**src/rtl/bin2bcd_arbiter.sv**
```systemverilog
// bin2bcd_arbiter: round-robin sequencer sharing one external bin2bcd core; BIN2BCD_TIMEOUT_EN adds a BUSY timeout
module bin2bcd_arbiter #(
  parameter int NREQ     = 4,
  parameter int DW       = 16,
  parameter int RW       = 33,
  parameter int INIT_CYC = 2,
  parameter int TO_CYC   = 64,
  localparam int IW      = $clog2(NREQ)
) (
  input  logic              clk,
  input  logic              rst,
  input  logic [NREQ-1:0]   req,
  input  logic [NREQ*DW-1:0] bin_in,
  output logic [NREQ-1:0]   gnt,
  output logic              rsp_valid,
  output logic [IW-1:0]     rsp_id,
  output logic [RW-1:0]     rsp_data,
  output logic              rsp_err,
  output logic              busy,
  output logic              core_init,
  output logic [DW-1:0]     core_A,
  input  logic [RW-1:0]     core_result,
  input  logic              core_done
);
  typedef enum logic [1:0] {S_IDLE, S_START, S_BUSY, S_RESP} state_t;
  state_t            r_state, w_next;
  logic [IW-1:0]     r_ptr, r_id, w_win;
  logic [3:0]        r_cnt;
  logic [NREQ-1:0]   r_gnt;
  logic              r_rsp_valid, r_rsp_err, r_busy, r_init;
  logic [IW-1:0]     r_rsp_id;
  logic [RW-1:0]     r_rsp_data;
  logic [DW-1:0]     r_core_a;
  logic              w_found, w_init_last, w_to_hit;
  assign gnt         = r_gnt;
  assign rsp_valid   = r_rsp_valid;
  assign rsp_id      = r_rsp_id;
  assign rsp_data    = r_rsp_data;
  assign rsp_err     = r_rsp_err;
  assign busy        = r_busy;
  assign core_init   = r_init;
  assign core_A      = r_core_a;
  assign w_init_last = (r_cnt == 4'(INIT_CYC - 1));
`ifdef BIN2BCD_TIMEOUT_EN
  localparam int TW = $clog2(TO_CYC + 1);
  logic [TW-1:0] r_to;
  // BUSY cycle counter, cleared whenever the FSM is outside BUSY
  always_ff @(posedge clk or negedge rst)
    if (!rst) r_to <= '0;
    else      r_to <= (r_state == S_BUSY) ? r_to + TW'(1) : '0;
  assign w_to_hit = (r_state == S_BUSY) && (r_to == TW'(TO_CYC - 1));
`else
  assign w_to_hit = (TO_CYC < 0);
`endif
  // first requester at or after ptr+1, wrapping
  always_comb begin
    w_win   = r_ptr;
    w_found = 1'b0;
    for (int k = 1; k <= NREQ; k++)
      if (!w_found && req[(int'(r_ptr) + k) % NREQ]) begin
        w_win   = IW'((int'(r_ptr) + k) % NREQ);
        w_found = 1'b1;
      end
  end
  // state register
  always_ff @(posedge clk or negedge rst)
    if (!rst) r_state <= S_IDLE;
    else      r_state <= w_next;
  // next-state logic
  always_comb begin
    w_next = r_state;
    case (r_state)
      S_IDLE:  w_next = |req ? S_START : S_IDLE;
      S_START: w_next = w_init_last ? S_BUSY : S_START;
      S_BUSY:  w_next = (core_done || w_to_hit) ? S_RESP : S_BUSY;
      default: w_next = S_IDLE;
    endcase
  end
  // registered datapath and outputs
  always_ff @(posedge clk or negedge rst)
    if (!rst) begin
      r_ptr       <= IW'(NREQ - 1);
      r_id        <= '0;
      r_cnt       <= '0;
      r_gnt       <= '0;
      r_rsp_valid <= 1'b0;
      r_rsp_err   <= 1'b0;
      r_rsp_id    <= '0;
      r_rsp_data  <= '0;
      r_busy      <= 1'b0;
      r_init      <= 1'b0;
      r_core_a    <= '0;
    end else begin
      r_gnt       <= '0;
      r_rsp_valid <= 1'b0;
      r_busy      <= (w_next != S_IDLE);
      case (r_state)
        S_IDLE:
          if (|req) begin
            r_gnt    <= NREQ'(1) << w_win;
            r_core_a <= bin_in[int'(w_win)*DW +: DW];
            r_ptr    <= w_win;
            r_id     <= w_win;
            r_init   <= 1'b1;
            r_cnt    <= '0;
          end
        S_START:
          if (w_init_last) r_init <= 1'b0;
          else             r_cnt  <= r_cnt + 4'd1;
        S_BUSY:
          if (core_done || w_to_hit) begin
            r_rsp_valid <= 1'b1;
            r_rsp_id    <= r_id;
            r_rsp_err   <= !core_done;
            r_rsp_data  <= core_done ? core_result : '0;
          end
        default: ;
      endcase
    end
endmodule

```
**config.mk**
```make
export PLATFORM = sky130hd
export DESIGN_NAME = bin2bcd_arbiter
export DESIGN_NICKNAME = d
export VERILOG_FILES = /design/src/rtl/bin2bcd_arbiter.sv
export SDC_FILE = /design/constraint.sdc
export NUM_CORES = 1
export LEC_CHECK = 0
export CORE_ASPECT_RATIO = 0.75
export CORE_MARGIN = 10
export CORE_UTILIZATION = 40
export DETAILED_ROUTE_END_ITERATION = 6
export PLACE_DENSITY = 0.79
export SYNTH_ARGS = -nofsm -noshare
export SYNTH_HDL_FRONTEND = slang
export SYNTH_SLANG_ARGS = --single-unit
export TNS_END_PERCENT = 50
```
**constraint.sdc**
```tcl
create_clock -name clk -period 2.15 [get_ports clk]
set_input_delay 0.43 -clock clk [delete_from_list [all_inputs] [get_ports clk]]
set_output_delay 0.43 -clock clk [all_outputs]
set_load 0.03 [all_outputs]
```
======== Word level (Yosys, flattened, before mapping) ========
Cells that the tools add are included.
word-level totals
  word-level logic and storage cells ...... 85
  input port bits ......................... 104
  flip-flop bits (word level) ............. 69
cells by class
  multiplexer cells ....................... 33
  reduce and logical (&&, ||, !) cells .... 19
  equality and inequality tests ........... 6
  bitwise logic cells ..................... 4
  shift-type cells ........................ 2
  magnitude comparators ................... 4
  add/subtract/negate cells ............... 5
operators with widths
  kind                                                                          count
  64-bit by 7-bit variable part select with 16-bit output                       1
  1-bit 2-to-1 mux                                                              17
  3-bit by 4-bit less-than comparator with 1-bit output, second input constant  4
  4-bit 2-to-1 mux                                                              4
  2-bit 2-to-1 mux                                                              5
  1-bit binary-select mux with 2-bit select                                     4
  4-bit case mux with 2 select lines                                            1
  2-bit OR reduction                                                            4
  2-bit != test, second input constant                                          3
  2-bit case mux with 3 select lines                                            1
  3-bit AND reduction                                                           2
  2-bit by 1-bit adder with 2-bit output, second input constant                 2
  2-bit adder, second input constant                                            2
  4-bit by 1-bit adder with 4-bit output, second input constant                 1
  1-bit bitwise AND, first input constant                                       4
  4-bit by 1-bit == test with 1-bit output, second input constant               1
  1-bit zero test                                                               4
  2-bit AND reduction                                                           2
  2-bit nonzero test                                                            2
  4-bit OR reduction                                                            1
  1-bit by 2-bit << shifter with 4-bit output, first input constant             1
  1-bit logical AND                                                             3
  2-bit by 1-bit == test with 1-bit output, second input constant               1
  2-bit == test, second input constant                                          1
  2 further kinds                                                               2

======== Depth between registers and ports, before layout ========
Gate-level depths: netlist (run 1).
  word-level depth ........................ 19
  mapped depth ............................ 7

======== Worst setup path before layout (run 1) ========
OpenSTA, ideal clock, no wires.
  path type ............................... flip-flop to flip-flop
  start ................................... register r_ptr[1]
  end ..................................... register r_core_a[0], in the netlist core_A[0]
  setup slack ............................. 0.546 ns
  cell stages (with the launch flop) ...... 8
  required time ........................... 2.012 ns
  arrival ................................. 1.466 ns
  setup time .............................. 0.138 ns
  cells stage by stage .................... dfstp_2 -> inv_1 -> a22oi_1 -> o221ai_2 -> buf_6 -> buf_12 -> mux2i_1 -> o221ai_1
on the way
  longest elaborated chain between the ends .. 15
RTL lines
  item                                                       line    source
  start, declared                                            27      logic [IW-1:0] r_ptr, r_id, w_win;
  start signal, assigned                                     82      r_ptr <= IW'(NREQ - 1);
  start signal, assigned                                     102     r_ptr <= w_win;
  2-bit by 1-bit adder with 2-bit output                     60, 61
  1-bit binary-select mux with 2-bit select                  60      if (!w_found && req[(int'(r_ptr) + k) % NREQ]) begin
  1-bit 2-to-1 mux (not written as such) (2 in series)       60
  1-bit 2-to-1 mux                                           60
  1-bit zero test                                            60
  1-bit logical AND                                          60
  1-bit 2-to-1 mux                                           60
  1-bit zero test                                            60
  1-bit logical AND                                          60
  1-bit 2-to-1 mux                                           60
  1-bit zero test                                            60
  1-bit logical AND                                          60
  2-bit 2-to-1 mux *                                         60
  64-bit by 7-bit variable part select with 16-bit output *  101     r_core_a <= bin_in[int'(w_win)*DW +: DW];
  end signal, assigned                                       101
  end, declared                                              33      logic [DW-1:0] r_core_a;
Mark *: on every way between the ends. The rest lies on a longest branch, timed or not. The select of a mux whose other input is x is not followed.
A chain may end at the register's enable or synchronous reset.

======== Worst setup path in the final report (run 1) ========
  start ................................... input req[1]
  end ..................................... register r_core_a[12], in the netlist core_A[12]
on the way
  longest elaborated chain between the ends .. 14
RTL lines
  item                                                     line  source
  start, declared                                          12    input logic [NREQ-1:0] req,
  1-bit binary-select mux with 2-bit select                60
  1-bit 2-to-1 mux (not written as such) (2 in series)     60
  1-bit 2-to-1 mux                                         60
  1-bit zero test                                          60
  1-bit logical AND                                        60
  1-bit 2-to-1 mux                                         60
  1-bit zero test                                          60
  1-bit logical AND                                        60
  1-bit 2-to-1 mux                                         60
  1-bit zero test                                          60
  1-bit logical AND                                        60
  2-bit 2-to-1 mux                                         60
  64-bit by 7-bit variable part select with 16-bit output  101
Parallel ways exist; a longest one is shown, timed or not. The select of a mux whose other input is x is not followed.

==> flow_metrics.tcl, run 1 <==
set metrics [dict create \
    clkPwrFrac_pct 14.8 \
    net_switching_fraction_of_the_power_pct 42.32 \
    height_of_the_die_um 96.46 \
    report.final.hold_viol_count 0 \
    worst-r2r-cell-count 6 \
    power_per_cell_area_nw_per_um2 1409 \
    yosys.area.top_type "sky130_fd_sc_hd__dfrtp_1" \
    synth.mux.area_fraction_pct 10.59 \
    fmax_ghz 0.5289 \
    ys_top_cells_by_area "sky130_fd_sc_hd__dfrtp_1 54%, sky130_fd_sc_hd__nand2_1 15%, sky130_fd_sc_hd__mux2i_1 11%" \
    post_cts_buffers 0 \
    tritoncts "built" \
    syn2layout_area_growth_pct 62.88 \
    yosys.area_share.adder_pct 0.8026 \
    yosys.area_share.xor_xnor_pct 0.5618 \
    post_placement_cell_count 568 \
    numCtsBuffers 9 \
    grt_antenna_before_repair 0 \
    clk-insertion-delay-late_ns 0.34 \
    critical_path.max_fanout 19 \
    grt_use_total_pct 16.50 \
    rsz0062_at_grt "false" \
    final.setup_skew_ns 0.006846 \
    io_buffers 162 \
    ys_dominant_reg_cell "sky130_fd_sc_hd__dfrtp_1" \
    ir_worst_vdd_mv 0.7868 \
    grt_remaining_overflow 0 \
    drt-initial-drc-count 236 \
    cts_repair_resize_count 0 \
    die-width_um 121.9 \
    design.die.area_um2 11760 \
    antenna-diode-count 0 \
    h-tree-depth 3 \
    worst_ep_required_time_ns 2.40 \
    critPathKind "in2reg" \
    vias_in_the_first_global_route 2930 \
    p_comb_share_pct 54.1 \
    cp.arrival_ns 2.14 \
    ys_async_sr_fraction_pct 100.0 \
    synth.cell_area_um2 3118 \
    finalCriticalPeriod_ns 1.891 \
    final-instance-count-excl-fill 584 \
    syn-num-nets 418 \
    start_util_pct 41.76 \
    route.detailed.vias_per_inst 4.839 \
    detail_route.drc_violations 0 \
    cap_violations 0 \
    hold_buffers 0 \
    synth_enable_flop_cells 0 \
    headroom_to_the_max_slew_limit_pct 74.45 \
    main_combinational_cell_family_by_area_after_synthesis "simple AND/OR/NAND/NOR gates" \
    routedWlPerCell_um 17.24 \
    synth_warnings 0 \
    clock-root-buffer "sky130_fd_sc_hd__clkbuf_8" \
    timing.critical_path.to_type "flop" \
    worst_setup_path_start_kind "input port" \
    fin_crit_sh_pct 87.94 \
    routabilityCongestion 0.8049 \
    dpl.hpwl_um 7791 \
    worstHoldPathType "in2async" \
    power.share.sequential_pct 31.0 \
    drt_pre_antenna_iters 7 \
    synth_cell_types 35 \
    clock_pin_slew_reported_for_the_worst_setup_and_hold_paths_after_clock_tree_synthesis_ns 0.08 \
    worstMarginPinSlew_ns 0.3819 \
    postRouteAntennaNets 0 \
    most-common-layout-cells "161 x sky130_fd_sc_hd__clkdlybuf4s50_1, 128 x sky130_fd_sc_hd__nand2_1, 67 x sky130_fd_sc_hd__dfrtp_1" \
    synth_compound_area_share_pct 7.705 \
    max-clock-path-buffers 2 \
    setup_violating_endpoint_count_in_the_final_report 0 \
    netSwitchingPower_uw 3028 \
    ioPinCount 163 \
    tns_ns 0 \
    synth-seq-cells 69 \
    clock_sink_count 69 \
    outcome "finished, final reports clean" \
    finalCoreUtilization_pct 68.02 \
    synth_simple_gate_area_share_pct 20.06 \
    post_route_cells_drive_above_1_share_pct 7.039 \
    finalMaxSlewViolations 0 \
    design.final.nets 584 \
    fp.coreArea_um2 7466 \
    synth_top_area_share_pct 53.77 \
    wire_length_of_the_first_global_routing_pass_um 15380 \
    syn_avg_cell_area_um2 9.994 \
    share_of_synthesized_area_occupied_by_flip_flops_and_latches_pct 55.46 \
    routed-via-count 2826 \
    total_leakage_power_uw 0.002355 \
    num_rows 27 \
    cell_internal_pwr_uw 4126 \
    mostFrequentLayoutCell "sky130_fd_sc_hd__clkdlybuf4s50_1" \
    grt_start_max_net_pins 70 \
    post-route-cell-area_um2 5079 \
    placement.cell_area_um2 4878 \
    finalWirelength_um 10070 \
    cells_after_synth 312 \
]
==> power groups by stage <==
| stage | Combinational [uW] | Sequential (uW) | Clock [uW] |
|---|---|---|---|
| after global routing | 4150 | 2300 | 1140 |
| after detailed placement | 3920 | 2230 | 0 |
| final | 3870 | 2220 | 1060 |
| after global placement | 3830 | 2210 | 0 |
| after floorplan | 1360 | 3160 | 0 |
| after CTS | 3920 | 2220 | 1090 |
==> synth_stat cells (2+ instances only) <==
| cell type | number |
|---|---|
| sky130_fd_sc_hd__nand2_1 | 128 |
| sky130_fd_sc_hd__dfrtp_1 | 67 |
| sky130_fd_sc_hd__mux2i_1 | 33 |
| sky130_fd_sc_hd__o221ai_1 | 16 |
| sky130_fd_sc_hd__nor2_1 | 11 |
| sky130_fd_sc_hd__clkbuf_1 | 8 |
| sky130_fd_sc_hd__inv_1 | 6 |
| sky130_fd_sc_hd__nand3_1 | 5 |
| sky130_fd_sc_hd__buf_6 | 4 |
| sky130_fd_sc_hd__o21ai_0 | 4 |
| sky130_fd_sc_hd__buf_12 | 2 |
| sky130_fd_sc_hd__dfstp_2 | 2 |
| sky130_fd_sc_hd__ha_1 | 2 |
| sky130_fd_sc_hd__nor2b_1 | 2 |
| sky130_fd_sc_hd__nor3_1 | 2 |
==> per-stage QoR <==
stage / hold slack [ns] / total power, uW / setup slack [ns]
final: 0.09462 / 7154 / 0.2593
after global routing: 0.1129 / 7592 / 0.07413
after global placement: 0.4553 / 6034 / 0.04397
after detailed placement: 0.4609 / 6151 / -0.07373
after CTS: 0.1123 / 7233 / 0.2762
after floorplan: 0.1344 / 4515 / 0.5463
==> metal layers <==
| layer | global-route usage (%) | up-vias | routed length [um] |
|---|---|---|---|
| li1 | - | 1374 | - |
| met1 | 19.39 | 1346 | 4072 |
| met2 | 28.13 | 88 | 5096 |
| met3 | 5.388 | 18 | 658 |
| met4 | 5.545 | 0 | 241 |
| met5 | 0 | - | 0 |
==> flip-flops by register name (all words and copies together) (netlist names), 2 cells and up <==
signal / count
r_cnt: 4
r_ptr: 2
rsp_data: 33
gnt: 4
core_A: 16
r_id: 2
rsp_id: 2
r_state: 2
==> layout make-up <==
type | count | area [um2]
Fill cell | 587 | 2387
Timing Repair Buffer | 171 | 1747
Sequential cell | 69 | 1729
Multi-Input combinational cell | 220 | 1250
Clock buffer | 10 | 137.6
Tap cell | 101 | 126.4
Clock inverter | 6 | 62.56
Inverter | 7 | 26.28
==> critical path, cell delays in order <==
cell and delay (ns):
sky130_fd_sc_hd__clkdlybuf4s50_1 0.47, sky130_fd_sc_hd__o21ai_0 0.19, sky130_fd_sc_hd__o21ai_0 0.15, sky130_fd_sc_hd__a211oi_2 0.32, sky130_fd_sc_hd__nand2_2 0.30, sky130_fd_sc_hd__o221ai_1 0.26
==> path summary, 6_finish.rpt <==
kind | start | end | slack (ns)
max | req[1] | core_A[12] | 0.26
min | rst | core_A[6] | 0.09
max reg2reg | r_ptr[1] | core_A[7] | 0.32
min reg2reg | rsp_id[0] | rsp_id[0] | 0.47
max in group asynchronous | rst | r_ptr[0] | 1.71
min in group clk | rsp_id[0] | rsp_id[0] | 0.47
==> kinds of logic (layout without fill, tap and decap cells) <==
family          after synthesis  after routing
xor+xnor                      2              2
flops                        69             69
fa+ha+maj                     2              2
compound gates               27             27
mux                          33             33
simple gates                156            156
buf+inv                      23            194
Note: power is estimated with default switching activity, not from simulation.
==> inputs of run 2 (changes only) <==
--- a/config.mk
+++ b/config.mk
@@ -6,10 +6,10 @@
 export NUM_CORES = 1
 export LEC_CHECK = 0
 export CORE_ASPECT_RATIO = 0.75
-export CORE_MARGIN = 10
-export CORE_UTILIZATION = 40
+export CORE_MARGIN = 2
+export CORE_UTILIZATION = 30
 export DETAILED_ROUTE_END_ITERATION = 6
-export PLACE_DENSITY = 0.79
+export PLACE_DENSITY = 0.62
 export SYNTH_ARGS = -nofsm -noshare
 export SYNTH_HDL_FRONTEND = slang
 export SYNTH_SLANG_ARGS = --single-unit
==> flow_metrics.tcl, run 2 (synthesis results as in run 1) <==
set metrics [dict create \
    outcome "finished, final reports clean" \
    finalCriticalPeriod_ns 1.818 \
    grt_start_max_net_pins 70 \
    setup_slack_ns 0.3325 \
    routabilityCongestion 0.7482 \
    postRouteAntennaNets 0 \
    finalMaxSlewViolations 0 \
    rsz0062_at_grt "false" \
    post_cts_buffers 0 \
    detail_route.drc_violations 0 \
    mostFrequentLayoutCell "sky130_fd_sc_hd__clkdlybuf4s50_1" \
    h-tree-depth 3 \
    clock_sink_count 69 \
    placement.cell_area_um2 4930 \
    syn2layout_area_growth_pct 66.25 \
    worst-r2r-cell-count 6 \
    die-width_um 121.7 \
    io_buffers 162 \
    most-common-layout-cells "161 x sky130_fd_sc_hd__clkdlybuf4s50_1, 128 x sky130_fd_sc_hd__nand2_1, 67 x sky130_fd_sc_hd__dfrtp_1" \
    total_leakage_power_uw 0.002379 \
    height_of_the_die_um 92.29 \
    worst_ep_required_time_ns 2.38 \
    cp.arrival_ns 2.05 \
    final-seq-area_um2 1729 \
    crit_start "req[1]" \
    clk-insertion-delay-late_ns 0.33 \
    clock_pin_slew_reported_for_the_worst_setup_and_hold_paths_after_clock_tree_synthesis_ns 0.05 \
    worstMarginPinSlew_ns 0.4012 \
    tritoncts "built" \
    pre_cts_slack_ns -0.03072 \
    post_route_cells_drive_above_1_share_pct 6.198 \
    report.final.hold_viol_count 0 \
    antenna-diode-count 0 \
    fp.coreArea_um2 10210 \
    worst_setup_path_start_kind "input port" \
    crit_path_top_delay_cell "sky130_fd_sc_hd__clkdlybuf4s50_1" \
    critical_path_depth 6 \
    wire_length_of_the_first_global_routing_pass_um 13920 \
    start_util_pct 30.54 \
    finalWirelength_um 8836 \
    power_per_cell_area_nw_per_um2 1415 \
    fin_crit_sh_pct 84.54 \
    route.detailed.vias_per_inst 4.497 \
    timing.reg2reg.setup_slack_ns 0.39 \
    largest_reg_flops 33 \
    grt_remaining_overflow 0 \
    drt_pre_antenna_iters 4 \
    clock-root-buffer "sky130_fd_sc_hd__clkbuf_16" \
    cpLargestDelayFamily "compound AO/OA/AOI/OAI gates" \
    drt-initial-drc-count 80 \
    design.die.area_um2 11230 \
    ir_worst_vdd_mv 0.5777 \
    crit_path_cell_trace "clkdlybuf4s50_1 -> o21ai_0 -> o21ai_0 -> a211oi_2 -> nand2_2 -> o221ai_1" \
    critical_path.max_fanout 19 \
    max-clock-path-buffers 2 \
    cpPeakStageDelay_ns 0.47 \
    cp_num_buf_inv 1 \
    timing.critical_path.to_type "flop" \
    cap_violations 0 \
    routedWlPerCell_um 14.25 \
    worstHoldPathType "in2async" \
    crit-reg2reg-launch "r_ptr[1]" \
    most_frequent_cell_on_the_critical_path "sky130_fd_sc_hd__o21ai_0" \
    critPathKind "in2reg" \
    headroom_to_the_max_slew_limit_pct 73.16 \
    final.setup_skew_ns 0.004705 \
    cts_repair_resize_count 0 \
    worst_setup_path_endpoint "core_A[5]" \
    num_rows 32 \
    ioPinCount 163 \
    vias_in_the_first_global_route 2742 \
    grt_use_total_pct 16.01 \
    r2r-end "core_A[7]" \
    setup_violating_endpoint_count_in_the_final_report 0 \
    dpl.hpwl_um 6340 \
    fmax_ghz 0.5502 \
    post-route-cell-area_um2 5184 \
    grt_antenna_before_repair 0 \
    multi_input_area_um2 1250 \
    design.final.nets 585 \
    hold_buffers 0 \
    numCtsBuffers 9 \
    nFillCells 935 \
    routed-via-count 2788 \
]
==> run 2: routing by layer <==
layer	vias to the layer above	part of all wire (%)	GRT usage [%]
met1	1348	46	21.60
met4	0	1.3	5.172
met3	9	4.5	4.249
li1	1372	-	-
met2	59	48	25.09
met5	-	0	0
==> run 2: final cells by class <==
type	instances	share of cell area [%]
Tap cell	136	3.283
Sequential cell	69	33.36
Clock inverter	2	0.1931
Inverter	7	0.5069
Multi-Input combinational cell	220	24.11
Timing Repair Buffer	172	33.84
Clock buffer	14	4.707
==> run 2: how the worst min path moves through the flow <==
| stage | startpoint | end | slack (ns) | depth (start not counted) |
|---|---|---|---|---|
| floorplan | rst | busy | 0.13 | 0 |
| global placement | r_id[1] | rsp_id[1] | 0.45 | 2 |
| detailed placement | r_id[1] | rsp_id[1] | 0.46 | 2 |
| CTS | rst | core_A[11] | 0.13 | 2 |
| global route | rst | core_A[10] | 0.14 | 2 |
| finish | rst | core_A[10] | 0.09 | 2 |
==> run 2: metrics by stage <==
step                power (uW)  hold slack, ns  util (%)  setup TNS (ns)  std cells
floorplan                 4515          0.1344         -               0        312
global placement          6040          0.4533     48.28               0        604
detailed placement        6106          0.4602     48.28         -0.1499        604
CTS                       7442          0.1300     50.77               0        620
global route              7810          0.1369     50.77               0        620
finish                    7334         0.09200     50.77               0        620
==> run 2: report_power, final <==
group | internal, uW | switching, uW | total [uW]
logic | 1690 | 2140 | 3830
clock network | 778 | 510 | 1290
registers | 1880 | 337 | 2220
==> inputs of run 3 (changes only) <==
--- a/config.mk
+++ b/config.mk
@@ -9,7 +9,7 @@
 export CORE_MARGIN = 2
 export CORE_UTILIZATION = 30
 export DETAILED_ROUTE_END_ITERATION = 6
-export PLACE_DENSITY = 0.62
+export PLACE_DENSITY = 0.64
 export SYNTH_ARGS = -nofsm -noshare
 export SYNTH_HDL_FRONTEND = slang
 export SYNTH_SLANG_ARGS = --single-unit
==> constraint.sdc (replaced) <==
create_clock -name clk -period 1.54 [get_ports clk]
set_input_delay 0.308 -clock clk [delete_from_list [all_inputs] [get_ports clk]]
set_output_delay 0.308 -clock clk [all_outputs]
set_load 0.03 [all_outputs]
==> flow_metrics.tcl, run 3 (synthesis results as in run 1) <==
set metrics [dict create \
    dpl.hpwl_um 6655 \
    fmax_ghz 0.5838 \
    syn2layout_area_growth_pct 74.84 \
    pre_cts_slack_ns -0.4626 \
    worstHoldPathType "in2async" \
    design.die.area_um2 11230 \
    cp.arrival_ns 1.91 \
    finalWirelength_um 9409 \
    fin_crit_sh_pct 111.2 \
    power_per_cell_area_nw_per_um2 1958 \
    num_rows 32 \
    final-instance-count-excl-fill 639 \
    critical_path.max_fanout 8 \
    route.detailed.vias_per_inst 4.527 \
    numCtsBuffers 9 \
    largest_reg_flops 33 \
    detail_route.drc_violations 0 \
    max-clock-path-buffers 2 \
    postRouteAntennaNets 0 \
    critPathKind "in2reg" \
    tns_ns -2.365 \
    r2r-end "core_A[10]" \
    grt_start_max_net_pins 38 \
    finalMaxSlewViolations 0 \
    io_buffers 162 \
    worst_ep_required_time_ns 1.74 \
    placement.cell_area_um2 5025 \
    fp.coreArea_um2 10210 \
    vias_in_the_first_global_route 2892 \
    timing.reg2reg.setup_slack_ns -0.17 \
    headroom_to_the_max_slew_limit_pct 74.32 \
    clk-insertion-delay-late_ns 0.33 \
    design.final.nets 604 \
    post_placement_cell_count 614 \
    h-tree-depth 3 \
    final.setup_skew_ns 0.004621 \
    routabilityCongestion 0.7792 \
    grt_use_total_pct 16.56 \
    height_of_the_die_um 92.29 \
    drt-initial-drc-count 103 \
    post-route-cell-area_um2 5451 \
    finalCriticalPeriod_ns 1.713 \
    most-common-layout-cells "128 x sky130_fd_sc_hd__nand2_1, 99 x sky130_fd_sc_hd__clkdlybuf4s50_1, 67 x sky130_fd_sc_hd__dfrtp_1" \
    mostFrequentLayoutCell "sky130_fd_sc_hd__nand2_1" \
    drt_pre_antenna_iters 6 \
    worstMarginPinSlew_ns 0.3844 \
    start_util_pct 30.54 \
    grt_remaining_overflow 0 \
    rsz0062_at_grt "true" \
    crit-reg2reg-launch "r_ptr[1]" \
    finalPower_uw 10670 \
    setup_violating_endpoint_count_in_the_final_report 20 \
    die-width_um 121.7 \
    setup_slack_ns -0.1728 \
    post_route_cells_drive_above_1_share_pct 12.72 \
    tritoncts "built" \
    ioPinCount 163 \
    cap_violations 0 \
    violated_checks "setup timing" \
    total_leakage_power_uw 0.002712 \
    report.final.hold_viol_count 0 \
    ir_worst_vdd_mv 0.8676 \
    outcome "finished, violations left" \
    clock_pin_slew_reported_for_the_worst_setup_and_hold_paths_after_clock_tree_synthesis_ns 0.05 \
    clock_sink_count 69 \
    clock-root-buffer "sky130_fd_sc_hd__clkbuf_16" \
    worst_setup_path_start_kind "input port" \
    timing.critical_path.to_type "flop" \
    wire_length_of_the_first_global_routing_pass_um 14400 \
    antenna-diode-count 0 \
    routedWlPerCell_um 14.72 \
    grt_antenna_before_repair 0 \
    worst-r2r-cell-count 7 \
    routed-via-count 2893 \
]
## run 3: changes by cell type in the layout (fill, tap and decap cells not counted), sizes merged
cell / delta
clkdlybuf4s50: -62
dlygate4sd2: +60
buf: +15
clkbuf: +4
dlymetal6s2s: +2
clkinv: -1
dlygate4sd3: +1
## run 3: how the worst max path moves through the flow
stage | slack [ns] | cells past startpoint | startpoint | endpoint
3_3_place_gp | -0.42 | 7 | req[1] | core_A[11]
5_1_grt | -0.25 | 7 | r_ptr[1] | core_A[10]
4_1_cts | -0.13 | 5 | r_ptr[0] | core_A[6]
2_1_floorplan | -0.03 | 6 | r_ptr[1] | core_A[7]
6_report | -0.17 | 8 | req[0] | core_A[10]
3_5_place_dp | -0.46 | 6 | req[3] | core_A[7]
## run 3: area by class of cell
cell class                      count  area [um2]
Tap cell                          136       170.2
Timing Repair Buffer              191        1904
Clock buffer                       15       277.8
Multi-Input combinational cell    220        1339
Inverter                            7       26.28
Clock inverter                      1       5.005
Fill cell                         946        4758
Sequential cell                    69        1729
## run 3: critical path, stage by stage
cell,delay [ns]
sky130_fd_sc_hd__clkdlybuf4s50_1,0.45
sky130_fd_sc_hd__o21ai_0,0.16
sky130_fd_sc_hd__o21ai_0,0.12
sky130_fd_sc_hd__a211oi_2,0.27
sky130_fd_sc_hd__buf_4,0.14
sky130_fd_sc_hd__nand2b_4,0.16
sky130_fd_sc_hd__clkbuf_16,0.18
sky130_fd_sc_hd__o221ai_1,0.12
## run 3: stage by stage
| stage | hold slack, ns | utilization (%) |
|---|---|---|
| finish | 0.4017 | 53.39 |
| floorplan | 0.01241 | - |
| global route | 0.4153 | 53.39 |
| detailed placement | 0.2061 | 49.22 |
| CTS | 0.3939 | 51.38 |
| global placement | 0.2049 | 49.22 |
## run 3: repair_timing
item                                    in CTS  in global routing
buffers inserted                             0                  4
resized for setup                           61                 18
hold buffers                                 1                  0
endpoints found under the setup margin      77                 27
pin swaps                                    2                  3
hold endpoints to repair                    14                  0
cloned                                       0                  4
## run 3: power breakdown
| group | total (uW) | internal (uW) | switching, uW |
|---|---|---|---|
| Clock | 1930 | 1220 | 713 |
| Combinational | 5670 | 2410 | 3260 |
| Sequential | 3070 | 2620 | 446 |
## run 3: layer usage
metal	track usage [%]	share of wire, %	vias to the layer above	wire length (um)
li1	-	-	1415	-
met1	21.50	46	1390	4339
met2	26.69	48	74	4475
met3	4.741	4.4	14	416
met4	5.460	1.9	0	177
met5	0	0	-	0
